===== src/rtl/sr_chain_pkg.sv =====
// Shared definitions for the board-level shift-register chain controllers
// (74LV165 reader, 74HC595 writer).
package sr_chain_pkg;

    typedef enum logic [2:0] {
        ST_IDLE   = 3'd0,
        ST_LOAD   = 3'd1,
        ST_LOW    = 3'd2,
        ST_HIGH   = 3'd3,
        ST_FINISH = 3'd4
    } sr_state_e;

    // Elaboration-time ceil(log2(value)); value must be >= 2 to give a nonzero width.
    function automatic int unsigned clog2(input int unsigned value);
        int unsigned result;
        result = 0;
        for (int unsigned i = 0; i < 32; i++) begin
            if ((64'd1 << i) < 64'(value)) result = i + 1;
        end
        return result;
    endfunction

endpackage


===== src/rtl/sr_div_tick.sv =====
// Phase timer: reloads on restart and flags the last cycle of a CLK_DIV-long phase.
module sr_div_tick
    import sr_chain_pkg::*;
#(
    parameter int unsigned CLK_DIV = 4
) (
    input  logic clk,
    input  logic rst_n,
    input  logic restart,
    output logic tick
);

    localparam int unsigned   CW     = clog2(CLK_DIV + 1);
    localparam logic [CW-1:0] RELOAD = CW'(CLK_DIV - 1);

    logic [CW-1:0] div_cnt_q;
    logic [CW-1:0] div_cnt_d;

    always_ff @(posedge clk or negedge rst_n) begin
        if (!rst_n) div_cnt_q <= '0;
        else        div_cnt_q <= div_cnt_d;
    end

    always_comb begin
        div_cnt_d = div_cnt_q;
        if (restart)                div_cnt_d = RELOAD;
        else if (div_cnt_q != '0)   div_cnt_d = div_cnt_q - 1'b1;
    end

    assign tick = (div_cnt_q == '0);

endmodule


===== src/rtl/chip_74lv165_reader.sv =====
// Master controller for a daisy chain of 74LV165 PISO registers: loads the
// chain, clocks it out bit by bit through QH and presents the captured word.
module chip_74lv165_reader
    import sr_chain_pkg::*;
#(
    parameter int unsigned N_CHIPS = 2,
    parameter int unsigned CLK_DIV = 4
) (
    input  logic                 CLK,
    input  logic                 RSTn,
    input  logic                 START,
    output logic                 BUSY,
    output logic                 DONE,
    output logic [8*N_CHIPS-1:0] DATA,
    output logic                 SH_LDn,
    output logic                 SR_CLK,
    output logic                 SR_CLK_INH,
    input  logic                 QH_IN
);

    localparam int unsigned   W        = 8 * N_CHIPS;
    localparam int unsigned   BW       = clog2(W + 1);
    localparam logic [BW-1:0] LAST_BIT = BW'(W - 1);

    sr_state_e     state_q, state_d;
    logic          phase_end;
    logic          phase_restart;
    logic [BW-1:0] bit_cnt_q, bit_cnt_d;
    logic [W-1:0]  shreg_q, shreg_d;
    logic [W-1:0]  data_q, data_d;
    logic          sh_ldn_q, sh_ldn_d;
    logic          sr_clk_q, sr_clk_d;
    logic          sr_clk_inh_q, sr_clk_inh_d;
    logic          busy_q, busy_d;
    logic          done_q, done_d;

    assign phase_restart = (state_d != state_q);

    sr_div_tick #(.CLK_DIV(CLK_DIV)) u_div_tick (
        .clk     (CLK),
        .rst_n   (RSTn),
        .restart (phase_restart),
        .tick    (phase_end)
    );

    always_ff @(posedge CLK or negedge RSTn) begin
        if (!RSTn) state_q <= ST_IDLE;
        else       state_q <= state_d;
    end

    always_comb begin
        state_d = state_q;
        case (state_q)
            ST_IDLE:   if (START)     state_d = ST_LOAD;
            ST_LOAD:   if (phase_end) state_d = ST_LOW;
            ST_LOW:    if (phase_end) state_d = ST_HIGH;
            ST_HIGH:   if (phase_end) state_d = (bit_cnt_q == LAST_BIT) ? ST_FINISH : ST_LOW;
            ST_FINISH: state_d = ST_IDLE;
            default:   state_d = ST_IDLE;
        endcase
    end

    // Pins are decoded from the next state so the registered pins line up
    // with the state they belong to rather than lagging it by a cycle.
    always_comb begin
        sh_ldn_d     = 1'b1;
        sr_clk_d     = 1'b1;
        sr_clk_inh_d = 1'b1;
        busy_d       = 1'b1;
        done_d       = 1'b0;
        case (state_d)
            ST_IDLE:   busy_d = 1'b0;
            ST_LOAD: begin
                sh_ldn_d     = 1'b0;
                sr_clk_inh_d = 1'b0;
            end
            ST_LOW: begin
                sr_clk_d     = 1'b0;
                sr_clk_inh_d = 1'b0;
            end
            ST_HIGH:   sr_clk_inh_d = 1'b0;
            ST_FINISH: done_d = 1'b1;
            default:   busy_d = 1'b0;
        endcase
    end

    // QH is sampled at the end of the low half, just before the rising edge shifts the chain.
    always_comb begin
        bit_cnt_d = bit_cnt_q;
        shreg_d   = shreg_q;
        data_d    = data_q;
        if (state_q == ST_IDLE && state_d == ST_LOAD) bit_cnt_d = '0;
        if (state_q == ST_HIGH && phase_end)          bit_cnt_d = bit_cnt_q + 1'b1;
        if (state_q == ST_LOW && phase_end)           shreg_d   = {shreg_q[W-2:0], QH_IN};
        if (state_d == ST_FINISH)                     data_d    = shreg_q;
    end

    always_ff @(posedge CLK or negedge RSTn) begin
        if (!RSTn) begin
            bit_cnt_q    <= '0;
            shreg_q      <= '0;
            data_q       <= '0;
            sh_ldn_q     <= 1'b1;
            sr_clk_q     <= 1'b1;
            sr_clk_inh_q <= 1'b1;
            busy_q       <= 1'b0;
            done_q       <= 1'b0;
        end else begin
            bit_cnt_q    <= bit_cnt_d;
            shreg_q      <= shreg_d;
            data_q       <= data_d;
            sh_ldn_q     <= sh_ldn_d;
            sr_clk_q     <= sr_clk_d;
            sr_clk_inh_q <= sr_clk_inh_d;
            busy_q       <= busy_d;
            done_q       <= done_d;
        end
    end

    assign BUSY       = busy_q;
    assign DONE       = done_q;
    assign DATA       = data_q;
    assign SH_LDn     = sh_ldn_q;
    assign SR_CLK     = sr_clk_q;
    assign SR_CLK_INH = sr_clk_inh_q;

endmodule

===== config.mk =====
export PLATFORM = sky130hd
export DESIGN_NAME = chip_74lv165_reader
export DESIGN_NICKNAME = d
export VERILOG_FILES = /design/src/rtl/sr_chain_pkg.sv /design/src/rtl/sr_div_tick.sv /design/src/rtl/chip_74lv165_reader.sv
export SDC_FILE = /design/constraint.sdc
export NUM_CORES = 1
export LEC_CHECK = 0
export CAP_MARGIN = 20
export CORE_MARGIN = 2
export CORE_UTILIZATION = 60
export CTS_CLUSTER_SIZE = 16
export DETAILED_ROUTE_END_ITERATION = 12
export DONT_BUFFER_PORTS = 1
export PLACE_DENSITY = 0.76
export SLEW_MARGIN = 20
export SYNTH_ARGS = -nofsm -noshare
export SYNTH_HDL_FRONTEND = slang
export SYNTH_SLANG_ARGS = --single-unit
export TNS_END_PERCENT = 30

===== constraint.sdc =====
create_clock -name CLK -period 2.2 [get_ports CLK]
set_input_delay 0.33 -clock CLK [delete_from_list [all_inputs] [get_ports CLK]]
set_output_delay 0.33 -clock CLK [all_outputs]
set_load 0.02 [all_outputs]

==> qor.txt, run 1 <==
leftover overflow at the end of global routing - 0
CP Max Fanout - 17
WL final - 3450 um
power share of the clock group - 0.210
number of detailed-route iterations in the first pass - 4
Total Neg Setup Slack - 0 ns
pin count of the biggest net entering global routing - 49
number of enable-type register cells in the synthesized netlist - 0
total CTS buffers - 5
Worst Clk Skew - 0.0138 ns
reg-to-reg setup timing slack - 0.36 ns
endpoint required time on the critical path - 2.47 ns
power per cell area - 946 nW/um^2
origin of the worst min-delay path - START
transition time at the pin with the least slew margin - 0.360 ns
worst slew slack as a fraction of its limit - 0.758
Leak - 1.07 nW
IR drop worst, VDD - 0.000582 V
die width - 63.2 um
part of the power in registers - 0.565
dpl cell area - 2100 um^2
detailed router's first-iteration violation count - 66
Vias per Instance - 5.74
maximum buffer depth of the clock tree - 2
CTS H-tree depth - 2
worst setup path startpoint - u_div_tick.div_cnt_q[0]$_DFFE_PN0P_
final HPWL from detailed placement - 2390 um
utilization after layout - 0.657
site row count - 21
cell at the root of the clock tree - sky130_fd_sc_hd__clkbuf_4
Post-Syn Instances - 143
area taken by multi-input logic gates - 803 um^2
Hold Fails Final Rpt - 0
routed length per placed instance - 17.9 um
Residual DRC - 0
most common library cell in the layout ignoring fill and taps - sky130_fd_sc_hd__dfrtp_1
global-route wire length before repair - 5700 um
# IOs - 25
setup violators final - 0
Post-Synthesis Net Count - 151
FFs w/ async S/R, synth - 1.00
predominant post-synthesis flop cell - sky130_fd_sc_hd__dfrtp_1
Post-Synthesis Cell Area - 2100 um^2
Total Nets Final - 154
number of antenna cells inserted - 0
starting density of the core - 0.626
reported max-cap violation count - 0
setup repair after global routing missed its margin - false
Seq cells post-synth - 48
filler cell count - 282
worst hold path class - in -> reg
post_cts resized - 0
overall global routing resource usage - 0.190
number of vias after detailed routing - 1,107
net switching power - 667 uW
Cell variety after synth - 35
Warnings, synthesis - 0
Die Y-Extent - 63.2 um
via count of the first global-routing pass - 1,194
clock tree from TritonCTS - done
Storage cell area - 1200 um^2
layout cell share with drive strength beyond 1 - 0.340
combinational power share - 0.225
Critical Setup Path Class - reg -> reg
critical path capture point type - flip-flop
Switching Share - 0.320
number of max-slew violations in the final report - 0
P_int - 1.42 mW
share of synthesized area occupied by flip-flops and latches - 0.573
CP startpoint kind - flip-flop
number of port buffers - 0
TritonCTS Sinks - 48
outcome - complete, no violations
number of nets with antenna violations after detailed routing - 0
design area - 2210 um^2
commonest non-fill, non-tap cells in the layout - 45 x sky130_fd_sc_hd__dfrtp_1, 19 x sky130_fd_sc_hd__mux2_4, 13 x sky130_fd_sc_hd__mux2_2
DIE AREA - 4000 um^2
beginning of the worst register-to-register path - u_div_tick.div_cnt_q[0]$_DFFE_PN0P_
post-route clock period utilization - 0.836
Core Box Area - 3360 um^2
clock-pin slew reported for the worst setup and hold paths after clock tree synthesis - 0.13 ns
initial antenna violation count - 0
upper clock frequency limit - 543 MHz
Routability Congestion - 0.709
Worst Path Arrival - 2.11 ns
shortest period the worst path allows - 1.84 ns
Avg Cell Area, Syn - 14.7 um^2
Clk Latency, worst-skew pair - 0.38 ns
Synth-to-Final Area Change - 4.93%
==> final timing paths <==
check / to / cells after the start
setup / recovery: DATA[5]$_DFFE_PN0P_ / 6
hold / removal: SH_LDn$_DFF_PN1_ / 1
setup reg to reg: DATA[5]$_DFFE_PN0P_ / 6
hold reg to reg: bit_cnt_q[2]$_DFFE_PN0P_ / 1
max in group asynchronous: SH_LDn$_DFF_PN1_ / 2
min in group asynchronous: DATA[13]$_DFFE_PN0P_ / 2
==> cell families (layout without fill, tap and decap cells) <==
logic type	Yosys count	after routing	synth area share
xor+xnor	1	1	0.00416
compound gates	8	8	0.0256
buf+inv	12	16	0.0458
fa+ha+maj	4	4	0.0238
mux	37	37	0.229
flops	48	48	0.573
simple gates	33	33	0.0993
==> synthesized netlist by cell type, drive strengths merged (3+ instances only) <==
cell type | instances | area share
mux2 | 32 | 0.21
dfrtp | 45 | 0.54
nand2 | 7 | 0.012
ha | 4 | 0.024
buf | 6 | 0.035
nand2b | 3 | 0.0089
nor2b | 4 | 0.015
inv | 5 | 0.0089
and3 | 5 | 0.015
dfstp | 3 | 0.037
mux2i | 5 | 0.024
nor2 | 3 | 0.0054
==> power groups by stage <==
stage | registers [mW] | logic (mW) | clock network [mW]
2_1_floorplan | 1.13 | 0.445 | 0
3_3_place_gp | 1.18 | 0.410 | 0
3_5_place_dp | 1.19 | 0.452 | 0
4_1_cts | 1.18 | 0.477 | 0.450
5_1_grt | 1.20 | 0.524 | 0.487
6_report | 1.18 | 0.470 | 0.439
==> registers in the layout, summed over array words and instances (netlist names) <==
name	cells
bit_cnt_q	5
SH_LDn	1
DATA	16
SR_CLK	1
BUSY	1
shreg_q	16
u_div_tick.div_cnt_q	3
SR_CLK_INH	1
state_q	3
DONE	1
==> what timing repair did <==
action,in CTS,in global routing
hold endpoints to repair,48,0
hold buffers,2,0
setup endpoints to repair,0,0
buffers inserted,0,0
==> metal layers <==
metal  vias up  track usage  part of all wire
met4         0       0.0815            0.0090
met2        28        0.338              0.54
met5         -            0                 0
met1       576        0.217              0.41
li1        499            -                 -
met3         4       0.0500             0.049
==> area by class of cell <==
type                            instances  share of cell area
Sequential cell                        48               0.546
Clock buffer                            6              0.0232
Clock inverter                          2             0.00680
Timing Repair Buffer                    3              0.0261
Inverter                                5             0.00850
Multi-Input combinational cell         83               0.364
Tap cell                               46              0.0261
==> through the flow <==
stage	hold WS (ns)	worst slack, ns	instances	power, mW
final	0.0580	0.360	193	2.09
after global routing	0.0342	0.290	193	2.21
after CTS	0.0505	0.360	193	2.10
after detailed placement	0.0357	0.376	183	1.65
after global placement	0.0355	0.439	183	1.59
after floorplan	0.0344	0.420	143	1.58
==> critical path, cell delays in order, from the launching register on <==
cell	delay, ns
sky130_fd_sc_hd__dfrtp_1	0.39
sky130_fd_sc_hd__inv_1	0.11
sky130_fd_sc_hd__ha_1	0.24
sky130_fd_sc_hd__and4bb_4	0.30
sky130_fd_sc_hd__nor2b_4	0.17
sky130_fd_sc_hd__buf_12	0.18
sky130_fd_sc_hd__mux2_2	0.35
Note: power is estimated with default switching activity, not from simulation.
==> run 2, diff against run 1 <==
Settings changed: CORE_UTILIZATION 60 to 56, PLACE_DENSITY 0.76 to 0.74.
Clock period 2.2 ns to 1.5 ns, I/O delays scaled along.
==> qor.txt, run 2 (synthesis gave the netlist of run 1 again) <==
number of max-slew violations in the final report - 0
overall global routing resource usage - 0.198
area taken by multi-input logic gates - 916 um^2
number of detailed-route iterations in the first pass - 4
most common library cell in the layout ignoring fill and taps - sky130_fd_sc_hd__dfrtp_1
transition time at the pin with the least slew margin - 0.372 ns
# IOs - 25
Core Box Area - 3630 um^2
final HPWL from detailed placement - 2260 um
filler cell count - 235
Worst Hold Margin - 0.0700 ns
CP startpoint kind - flip-flop
power share of the clock group - 0.261
IR drop worst, VDD - 0.000801 V
TritonCTS Sinks - 48
utilization after layout - 0.699
part of the power in registers - 0.458
failing checks - setup timing
reg-to-reg setup timing slack - -0.20 ns
initial antenna violation count - 0
Routability Congestion - 0.865
number of antenna cells inserted - 0
global-route wire length before repair - 6300 um
die width - 65.3 um
outcome - complete, but fails checks
combinational power share - 0.281
setup violators final - 36
Die Y-Extent - 65.3 um
CTS H-tree depth - 2
layout cell share with drive strength beyond 1 - 0.479
Vias per Instance - 5.62
number of nets with antenna violations after detailed routing - 0
site row count - 22
pre-CTS worst setup slack - -0.193 ns
Clk Latency, worst-skew pair - 0.31 ns
clock tree from TritonCTS - done
number of vias after detailed routing - 1,208
number of port buffers - 0
maximum buffer depth of the clock tree - 2
endpoint required time on the critical path - 1.69 ns
CP Max Fanout - 6
setup repair after global routing missed its margin - true
post-route clock period utilization - 1.13
Storage cell area - 1200 um^2
critical path capture point type - flip-flop
Switching Share - 0.299
Worst Clk Skew - 0.00792 ns
upper clock frequency limit - 588 MHz
starting density of the core - 0.579
net switching power - 1.12 mW
Worst Path Arrival - 1.89 ns
pin count of the biggest net entering global routing - 49
shortest period the worst path allows - 1.70 ns
via count of the first global-routing pass - 1,301
WL final - 3810 um
final setup margin - -0.201 ns
power per cell area - 1480 nW/um^2
cell at the root of the clock tree - sky130_fd_sc_hd__clkbuf_8
Residual DRC - 0
beginning of the worst register-to-register path - bit_cnt_q[1]$_DFFE_PN0P_
worst reg2reg path depth - 7
Leak - 1.23 nW
total CTS buffers - 5
r2r endpoint - DATA[2]$_DFFE_PN0P_
P_int - 2.63 mW
worst slew slack as a fraction of its limit - 0.752
routed length per placed instance - 17.7 um
detailed router's first-iteration violation count - 95
Critical Setup Path Class - reg -> reg
worst setup path startpoint - bit_cnt_q[1]$_DFFE_PN0P_
DIE AREA - 4260 um^2
Hold Fails Final Rpt - 0
clock-pin slew reported for the worst setup and hold paths after clock tree synthesis - 0.08 ns
leftover overflow at the end of global routing - 0
commonest non-fill, non-tap cells in the layout - 45 x sky130_fd_sc_hd__dfrtp_1, 31 x sky130_fd_sc_hd__mux2_4, 17 x sky130_fd_sc_hd__buf_4
Total Nets Final - 174
reported max-cap violation count - 0
end point of the critical path - DATA[2]$_DFFE_PN0P_
Synth-to-Final Area Change - 20.7%
worst hold path class - in -> reg
## run 2: how the worst min path moves through the flow
stage,start,end,slack (ns),depth (start not counted)
2_1_floorplan,RSTn,BUSY$_DFF_PN0_,-0.07,0
3_3_place_gp,RSTn,u_div_tick.div_cnt_q[0]$_DFFE_PN0P_,-0.07,0
3_5_place_dp,RSTn,BUSY$_DFF_PN0_,-0.07,0
4_1_cts,QH_IN,shreg_q[0]$_DFFE_PN0P_,0.07,1
5_1_grt,QH_IN,shreg_q[0]$_DFFE_PN0P_,0.06,1
6_report,QH_IN,shreg_q[0]$_DFFE_PN0P_,0.07,1
## run 2: power groups by stage
stage / combinational [mW] / clock [mW] / sequential (mW)
5_1_grt: 1.17 / 1.05 / 1.75
3_5_place_dp: 0.827 / 0 / 1.73
2_1_floorplan: 0.670 / 0 / 1.67
6_report: 1.06 / 0.979 / 1.72
4_1_cts: 0.999 / 0.992 / 1.71
3_3_place_gp: 0.778 / 0 / 1.70
## run 2: metal layers
| metal | GRT usage | share of wire | up-vias | wire length (um) |
|---|---|---|---|---|
| met4 | 0.0781 | 0.026 | 0 | 99 |
| li1 | - | - | 541 | - |
| met2 | 0.342 | 0.50 | 43 | 1920 |
| met1 | 0.236 | 0.42 | 613 | 1620 |
| met3 | 0.0497 | 0.046 | 11 | 177 |
| met5 | 0 | 0 | - | 0 |
## run 2: worst max-delay path, cell delays in order (launching register included)
cell,delay (ns)
sky130_fd_sc_hd__dfrtp_1,0.37
sky130_fd_sc_hd__ha_2,0.19
sky130_fd_sc_hd__and3_4,0.19
sky130_fd_sc_hd__ha_4,0.13
sky130_fd_sc_hd__nand2_4,0.05
sky130_fd_sc_hd__nor2b_4,0.18
sky130_fd_sc_hd__clkbuf_16,0.18
sky130_fd_sc_hd__mux2_4,0.30
## run 2: what timing repair did
item | CTS | global route
cloned | 1 | 1
setup buffers | 2 | 3
pin swaps | 1 | 2
resized for setup | 10 | 11
hold endpoints to repair | 49 | 0
hold buffers | 3 | 0
setup endpoints to repair | 35 | 42
## run 2: cell type report
type / instances / share of cell area
clock buffers: 6 / 0.0325
clock inverters: 2 / 0.0153
inverters: 5 / 0.00739
multi-input cells: 84 / 0.360
flip-flops and latches: 48 / 0.474
well taps: 48 / 0.0236
repair buffers: 22 / 0.0867
## run 2: metrics by stage
step	power, mW	std cells	area, um^2	setup TNS (ns)
finish	3.76	215	2540	-4.09
global route	3.97	215	2540	-6.30
CTS	3.70	211	2460	-3.65
detailed placement	2.56	197	2230	-5.14
global placement	2.48	197	2230	-3.50
floorplan	2.34	143	2130	-3.89
